==> src/rtl/generador_indice_mascara.sv <==
// generador_indice_mascara: sweeps all K*K positions of a square filter mask (forward or flipped order).
// Latency: first element valid 1 cycle after inicio; one element per cycle with listo_sig held high.
// Backpressure: outputs hold while listo_sig is low; advances only on indice_valido && listo_sig.
module generador_indice_mascara #(
  parameter int BITS_MASCARA        = 4,
  parameter int BITS_INDICE_MASCARA = 10
) (
  input  logic                           clk,
  input  logic                           reset,
  input  logic                           cargar_config,
  input  logic [BITS_MASCARA-1:0]        tamano_mascara_in,
  input  logic                           modo_in,
  input  logic                           inicio,
  input  logic                           abortar,
  input  logic                           listo_sig,
  output logic                           indice_valido,
  output logic [BITS_INDICE_MASCARA-1:0] indice,
  output logic [BITS_MASCARA-1:0]        fila,
  output logic [BITS_MASCARA-1:0]        columna,
  output logic                           fin_fila,
  output logic                           ultimo,
  output logic                           ocupado,
  output logic                           terminado,
  output logic                           error_config
);

  localparam int BM = BITS_MASCARA;
  localparam int BI = BITS_INDICE_MASCARA;

  // The linear index must be able to hold K*K-1 for the largest K.
  generate
    if (BI < 2 * BM) begin : g_chk_anchura
      $error("BITS_INDICE_MASCARA must be >= 2*BITS_MASCARA");
    end
  endgenerate

  typedef enum logic [1:0] {
    REPOSO  = 2'd0,
    BARRIDO = 2'd1,
    FIN     = 2'd2
  } estado_t;

  estado_t       r_estado;
  logic [BM-1:0] r_k;
  logic          r_modo;
  logic [BM-1:0] r_fila;
  logic [BM-1:0] r_columna;
  logic [BI-1:0] r_indice;
  logic          r_valido;
  logic          r_fin_fila;
  logic          r_ultimo;
  logic          r_ocupado;
  logic          r_terminado;
  logic          r_error;

  // Start-of-sweep values: a same-cycle valid load overrides the stored config.
  logic          w_cfg_ok;
  logic [BM-1:0] w_k_ini;
  logic          w_modo_ini;
  logic [BM-1:0] w_km1_ini;
  logic [BI-1:0] w_k_ext;
  logic [BI-1:0] w_ult_ini;
  logic          w_uno_ini;

  assign w_cfg_ok   = cargar_config && (tamano_mascara_in != '0);
  assign w_k_ini    = w_cfg_ok ? tamano_mascara_in : r_k;
  assign w_modo_ini = w_cfg_ok ? modo_in : r_modo;
  assign w_km1_ini  = w_k_ini - BM'(1);
  assign w_k_ext    = BI'(w_k_ini);
  // Only the reversed start index needs K*K-1; stepping afterwards is pure counting.
  assign w_ult_ini  = (w_k_ext * w_k_ext) - BI'(1);
  assign w_uno_ini  = (w_k_ini == BM'(1));

  // Next scan position; K and mode are frozen while a sweep is running.
  logic [BM-1:0] w_km1;
  logic [BM-1:0] w_fila_sig;
  logic [BM-1:0] w_col_sig;
  logic [BI-1:0] w_idx_sig;
  logic          w_fin_sig;
  logic          w_ult_sig;

  assign w_km1 = r_k - BM'(1);

  // Compute the successor of the current element in forward or reversed order.
  always_comb begin
    w_fila_sig = r_fila;
    w_col_sig  = r_columna;
    w_idx_sig  = r_indice;
    w_fin_sig  = 1'b0;
    w_ult_sig  = 1'b0;
    if (!r_modo) begin
      if (r_columna == w_km1) begin
        w_col_sig  = '0;
        w_fila_sig = r_fila + BM'(1);
      end else begin
        w_col_sig  = r_columna + BM'(1);
      end
      w_idx_sig = r_indice + BI'(1);
      w_fin_sig = (w_col_sig == w_km1);
      w_ult_sig = (w_fila_sig == w_km1) && (w_col_sig == w_km1);
    end else begin
      if (r_columna == '0) begin
        w_col_sig  = w_km1;
        w_fila_sig = r_fila - BM'(1);
      end else begin
        w_col_sig  = r_columna - BM'(1);
      end
      w_idx_sig = r_indice - BI'(1);
      w_fin_sig = (w_col_sig == '0);
      w_ult_sig = (w_fila_sig == '0) && (w_col_sig == '0);
    end
  end

  // Control FSM with registered outputs and config storage.
  always_ff @(posedge clk or negedge reset) begin
    if (!reset) begin
      r_estado    <= REPOSO;
      r_k         <= BM'(1);
      r_modo      <= 1'b0;
      r_fila      <= '0;
      r_columna   <= '0;
      r_indice    <= '0;
      r_valido    <= 1'b0;
      r_fin_fila  <= 1'b0;
      r_ultimo    <= 1'b0;
      r_ocupado   <= 1'b0;
      r_terminado <= 1'b0;
      r_error     <= 1'b0;
    end else begin
      r_terminado <= 1'b0;
      case (r_estado)
        REPOSO: begin
          if (cargar_config) begin
            if (w_cfg_ok) begin
              r_k     <= tamano_mascara_in;
              r_modo  <= modo_in;
              r_error <= 1'b0;
            end else begin
              r_error <= 1'b1;
            end
          end
          if (inicio) begin
            r_estado   <= BARRIDO;
            r_ocupado  <= 1'b1;
            r_valido   <= 1'b1;
            r_fin_fila <= w_uno_ini;
            r_ultimo   <= w_uno_ini;
            if (w_modo_ini) begin
              r_fila    <= w_km1_ini;
              r_columna <= w_km1_ini;
              r_indice  <= w_ult_ini;
            end else begin
              r_fila    <= '0;
              r_columna <= '0;
              r_indice  <= '0;
            end
          end
        end
        BARRIDO: begin
          if (abortar) begin
            r_estado   <= REPOSO;
            r_ocupado  <= 1'b0;
            r_valido   <= 1'b0;
            r_fin_fila <= 1'b0;
            r_ultimo   <= 1'b0;
          end else if (r_valido && listo_sig) begin
            if (r_ultimo) begin
              r_estado    <= FIN;
              r_valido    <= 1'b0;
              r_fin_fila  <= 1'b0;
              r_ultimo    <= 1'b0;
              r_terminado <= 1'b1;
            end else begin
              r_fila     <= w_fila_sig;
              r_columna  <= w_col_sig;
              r_indice   <= w_idx_sig;
              r_fin_fila <= w_fin_sig;
              r_ultimo   <= w_ult_sig;
            end
          end
        end
        FIN: begin
          // An abort here has the same effect as the normal exit.
          r_estado  <= REPOSO;
          r_ocupado <= 1'b0;
        end
        default: begin
          r_estado  <= REPOSO;
          r_ocupado <= 1'b0;
          r_valido  <= 1'b0;
        end
      endcase
    end
  end

  assign indice_valido = r_valido;
  assign indice        = r_indice;
  assign fila          = r_fila;
  assign columna       = r_columna;
  assign fin_fila      = r_fin_fila;
  assign ultimo        = r_ultimo;
  assign ocupado       = r_ocupado;
  assign terminado     = r_terminado;
  assign error_config  = r_error;

endmodule
==> config.mk <==
export PLATFORM = sky130hd
export DESIGN_NAME = generador_indice_mascara
export DESIGN_NICKNAME = d
export VERILOG_FILES = /design/src/rtl/generador_indice_mascara.sv
export SDC_FILE = /design/constraint.sdc
export NUM_CORES = 1
export LEC_CHECK = 0
export BUFFER_PORTS_ARGS = -buffer_cell sky130_fd_sc_hd__buf_4
export CAP_MARGIN = 40
export CORE_AREA = 4 4 77 79
export CTS_CLUSTER_DIAMETER = 150
export DETAILED_ROUTE_END_ITERATION = 16
export DIE_AREA = 0 0 81 83
export GPL_ROUTABILITY_DRIVEN = 0
export PLACE_DENSITY = 0.79
export SKIP_LAST_GASP = 1
export SYNTH_ARGS = -nofsm -noshare
export SYNTH_HDL_FRONTEND = slang
export SYNTH_SLANG_ARGS = --single-unit
==> constraint.sdc <==
create_clock -name clk -period 5.1 [get_ports clk]
set_input_delay 0.765 -clock clk [delete_from_list [all_inputs] [get_ports clk]]
set_output_delay 0.765 -clock clk [all_outputs]
set_load 0.02 [all_outputs]
# Word-level counts from Yosys, hierarchy flattened
# Cells that the tools add are included.
word_totals:
  regBits: 31
  wordCells: 109
classes:
  add_sub_neg: 9
  mul: 1
  eq_ne: 13
  n_mux: 57
  bitwise_logic: 1
  n_reduce_logical: 16
op_table:
  columns: ["op", "n"]
  rows:
  - ["$mux W4", 19]
  - ["$mux W10", 6]
  - ["$mux W1", 20]
  - ["$pmux W10 S2", 1]
  - ["$pmux W4 S2", 2]
  - ["$sub A4 B1 Y4 const B", 4]
  - ["$eq A4 B4 Y1", 3]
  - ["$logic_not A4 Y1", 3]
  - ["$add A10 B1 Y10 const B", 1]
  - ["$ne A2 B2 Y1 const B", 5]
  - ["$sub A10 B1 Y10 const B", 1]
  - ["$sub A8 B1 Y9 const B", 1]
  - ["$add A4 B1 Y4 const B", 2]
  - ["$mul A4 B4 Y8", 1]
  - ["$mux W2", 4]
  - ["$ne A3 B3 Y1 const B", 2]
  - ["$pmux W1 S2", 3]
  - ["$reduce_and A3 Y1", 2]
  - ["$reduce_and A5 Y1", 1]
  - ["$eq A4 B1 Y1 const B", 1]
  - ["$logic_and A1 B1 Y1", 4]
  - ["$pmux W2 S2", 1]
  - ["$reduce_and A2 Y1", 2]
  - ["$reduce_and A4 Y1", 1]
  - ["7 further kinds", 7]

# Depth between registers and ports, before layout
depth:
  ltp_word: 11
  ltp_mapped: 16

# Worst setup path after synthesis
# Ideal clock, no wire load.
synth_timing:
  kind: "input to register"
  start: "input port cargar_config"
  end: "register r_indice[9] (netlist: indice[9])"
  setup_ns: 0.129
  t_arrival_ns: 4.122
  t_required_ns: 4.971
  slack_ns: 0.850
  stages: 16
  n_path_buf: 1
  path_cell_list: "buf_2 -> o31ai_1 -> a22oi_1 -> inv_1 -> nand2_1 -> ha_1 -> xor2_1 -> xnor2_1 -> ha_1 -> ha_1 -> a21oi_1 -> o31ai_1 -> a221oi_1 -> xnor2_1 -> nor3_1 -> a2111o_1"
synth_between:
  elab_chain_cells: 7
  elab_cells_between_ends: 8
synth_lines:
  columns: ["item", "line_no", "text"]
  rows:
  - ["start: declaration", "10", "input logic cargar_config,"]
  - ["$logic_and A1 B1 Y1", "65", "assign w_cfg_ok = cargar_config && (tamano_mascara_in != '0);"]
  - ["$mux W4", null, null]
  - ["named net w_k_ini[1]", "58", "logic [BM-1:0] w_k_ini;"]
  - ["$mul A4 B4 Y8", "71", "assign w_ult_ini = (w_k_ext * w_k_ext) - BI'(1);"]
  - ["$sub A8 B1 Y9", "71", null]
  - ["$mux W10", "148", "if (w_modo_ini) begin"]
  - ["$mux W10", "142", "if (inicio) begin"]
  - ["$pmux W10 S2", "131", "case (r_estado)"]
  - ["end signal: assignment", "151", "r_indice <= w_ult_ini;"]
  - ["end signal: assignment", "176", "r_indice <= w_idx_sig;"]
  - ["end: declaration", "48", "logic [BI-1:0] r_indice;"]
# The timed path passes the listed nets, and every way through them passes these cells. The select of a mux whose other input is x is not followed.
# A chain may end at the register's enable or synchronous reset.

# Worst setup path after layout
# Ends and elaborated chain as after synthesis.

==> results.md <==
* Outcome: finished, final reports clean
* Worst vdd ir at 431 µV
* Post-detailed-route via-to-cell ratio at 6.10
* Number of nets in the final layout at 439
* CP Cell Sequence: buf_4 > o31ai_1 > a22oi_1 > inv_1 > nand2_1 > ha_1 > xor2_1 > xnor2_1 > ha_1 > ha_1 > a21oi_1 > o31ai_1 > a221oi_1 > xnor2_1 > nor3_1 > a2111o_1
* Die Y-Extent at 83 µm
* Register-to-Register Path Depth at 14
* Pin count of the biggest net entering global routing at 32
* CP startpoint: cargar_config
* Slew at the pin closest to its max-slew limit at 0.967 ns
* Resized cells post-CTS at 0
* Area growth from synthesis to layout at 10.4%
* Area inside the core boundary at 5340 µm²
* Capture point of the critical path: indice[9]
* Critical Path RT at 5.26 ns
* CTS tree: built
* Final worst path period need at 4.41 ns
* Buffer cell driving the clock tree root: clkbuf_8
* Insertion delay to the later sink of the worst-skew pair at 0.29 ns
* IO buf count at 34
* Routed via count at 2,877
* Total Negative Setup Slacks at 0 ns
* Type of the setup path with the least slack: input pin to flip-flop
* Sum of overflow across all layers after global routing at 0
* Overall track demand over capacity in global routing at 23.6%
* Layout cell share with drive strength beyond 1 at 14.2%
* Final setup margin at 0.695 ns
* Syn nets at 420
* Synthesized area at 3110 µm²
* Count of flip-flops with a built-in enable after synthesis at 0
* Mean area per synthesized cell at 8.17 µm²
* Seq. cell area at 777 µm²
* Most frequent cells in the layout: 36 x nor2_1, 36 x buf_4, 31 x nand2_1
* Count of routing violations after the opening detailed-route iteration at 222
* Number of buffers on the longest clock path at 2
* Cell taking the most area after synthesis: dfrtp_1
* Register-to-Register Setup Slack at 0.93 ns
* Antenna diodes at 0
* Number of sinks on the clock net at 31
* Sequential area share after synthesis at 25.0%
* Hold-fix buffer count after cts at 0
* Number of levels the H-tree was split into at 2
* Relative slew slack at 35.3%
* Setup repair after global routing missed its margin: no
* Combined buffer and inverter count along the critical path at 2
* DP Worst Slack at 0.477 ns
* Number of distinct library cell variants in the gate-level netlist after synthesis at 63
* Power per Cell Area at 770 nW/µm²
* Cell family with the largest share of critical-path delay: compound AO/OA/AOI/OAI gates
* Most used cell, CP: ha_1
* Clock-pin transition on the worst setup and hold timing paths at 0.07 ns
* Initial antenna violation count at 0
* Stages on worst setup path at 16
* Type of destination of the critical path: flip-flop
* Area taken by multi-input logic gates at 2130 µm²
* Mean routed wirelength per cell at 16.3 µm
* Tightest Hold Check Type: input pin to async pin
* Cell with the biggest individual delay on the critical path: a22oi_1
* Rows at 27
* Filler Cell Count at 499
* Remaining antenna violation count after routing at 0
* Hold violation total from the final report at 0
* Share of the synthesized area in the top cell type at 24.2%
* Total of endpoints with negative setup slack in the final report at 0
* Leakage at 1.50 nW
* I/O pin count at 35
* Delay of the slowest cell on the worst path at 0.69 ns
* Reg-to-reg endpoint: indice[9]
* Number of cells produced by synthesis at 380
* Total half-perimeter wirelength after legalization and detailed placement at 5.71 mm
* Drt total wl at 7.68 mm
* Number of synthesis warnings at 0
* Max Freq at 227 MHz
* Initial core utilization at 58.2%
* Horizontal die dimension at 81 µm
* Final Max Slew Viols at 0
* Critical-path maximum fanout at 11
* Ys async rst share at 100%
* Number of register bits inferred by synthesis at 31
* Detailed-router iteration count before antenna repair at 4
* Final worst clock skew at 0.0125 ns
* Data arrival, critical path at 4.57 ns
* CTS buffer count at 5
* Post-route DRC violation count at 0
* Total die area at 6720 µm²
* Synth top area cells: dfrtp_1 24%, ha_1 11%, xnor2_1 7.6%
* Post-route clock period utilization at 86.4%
* Global-route wire length before repair at 12.7 mm
* Worst setup SP type: input pin
* Reg2reg start: r_k[1]
* Predominant post-synthesis flop cell: dfrtp_1
* # Max-Cap Violations at 0
* Total setup buffers inserted after CTS at 0
* Number of global-route vias before repair at 2,592
## logic make-up (layout without fill, tap and decap cells)
group / count (synthesis) / after routing / share of synthesized area, %
compound gates: 116 / 116 / 25.4
fa+ha+maj: 29 / 29 / 12.2
xor+xnor: 35 / 35 / 10.8
mux: 7 / 7 / 2.34
flops: 31 / 31 / 25.0
buf+inv: 46 / 66 / 6.45
simple gates: 116 / 116 / 17.9
## area by class of cell
cell class / count / share of cell area, %
clock buffers: 7 / 2.23
clock inverters: 1 / 0.146
inverters: 22 / 2.41
multi-input cells: 303 / 62.1
flip-flops and latches: 31 / 22.7
well taps: 72 / 2.63
repair buffers: 36 / 7.88
## per-layer routing
layer	global-route usage (%)	part of all wire, %
met5	0	0
met3	3.36	4.9
met4	5.38	1.2
met1	33.1	45
met2	38.2	49
## power by group
part	switching [mW]	internal, mW
logic	1.06	0.838
registers	0.201	0.353
clock network	0.0943	0.0957
## worst min path at each step
stage	endpoint	startpoint	cells after the start
after CTS	indice[7]	reset	1
after global placement	error_config	error_config	1
final	indice[7]	reset	1
after detailed placement	error_config	error_config	1
after global routing	ocupado	reset	1
after floorplan	columna[0]	reset	0
## Yosys cell counts, types with 3 or more instances
cell	n
nand3_1	10
mux2i_1	5
nand2b_1	4
clkbuf_1	14
o31ai_1	8
a21oi_1	26
xnor2_1	27
a221oi_1	6
a31oi_1	9
nor2b_1	4
nor3_1	9
ha_1	27
a21o_1	3
a22oi_1	4
nor2_1	36
nor4_1	4
nand2_1	31
a211oi_1	4
o21ai_0	25
a32oi_1	3
dfrtp_1	30
and3_1	3
nand4_1	3
inv_1	20
xor2_1	6
buf_2	6
## worst reg2reg max path: cells and delay by family, from the launching register on
family	cells	cell delay, ns
xor gates and xnor gates	3	0.51
adders and majority gates	3	0.87
buffers and inverters	1	0.22
and+or+nand+nor	2	0.28
DFF	1	0.44
AOI/OAI and AO/OA	5	1.73
## registers in the layout, indices dropped and copies added (netlist names)
name           count
columna            4
error_config       1
fila               4
fin_fila           1
indice            10
indice_valido      1
ocupado            1
r_estado           2
r_k                4
r_modo             1
terminado          1
ultimo             1
## metrics by stage
| stage | cell area (µm²) | util, % | power [mW] | cells | hold slack, ns |
|---|---|---|---|---|---|
| final | 3430 | 64.3 | 2.64 | 472 | 0.413 |
| after detailed placement | 3350 | 62.7 | 2.43 | 464 | 0.499 |
| after floorplan | 3110 | - | 2.01 | 380 | 0.469 |
| after global placement | 3350 | 62.7 | 2.39 | 464 | 0.494 |
| after CTS | 3430 | 64.3 | 2.64 | 472 | 0.423 |
| after global routing | 3430 | 64.3 | 2.88 | 472 | 0.436 |
Power figures use the tool's default switching activity.
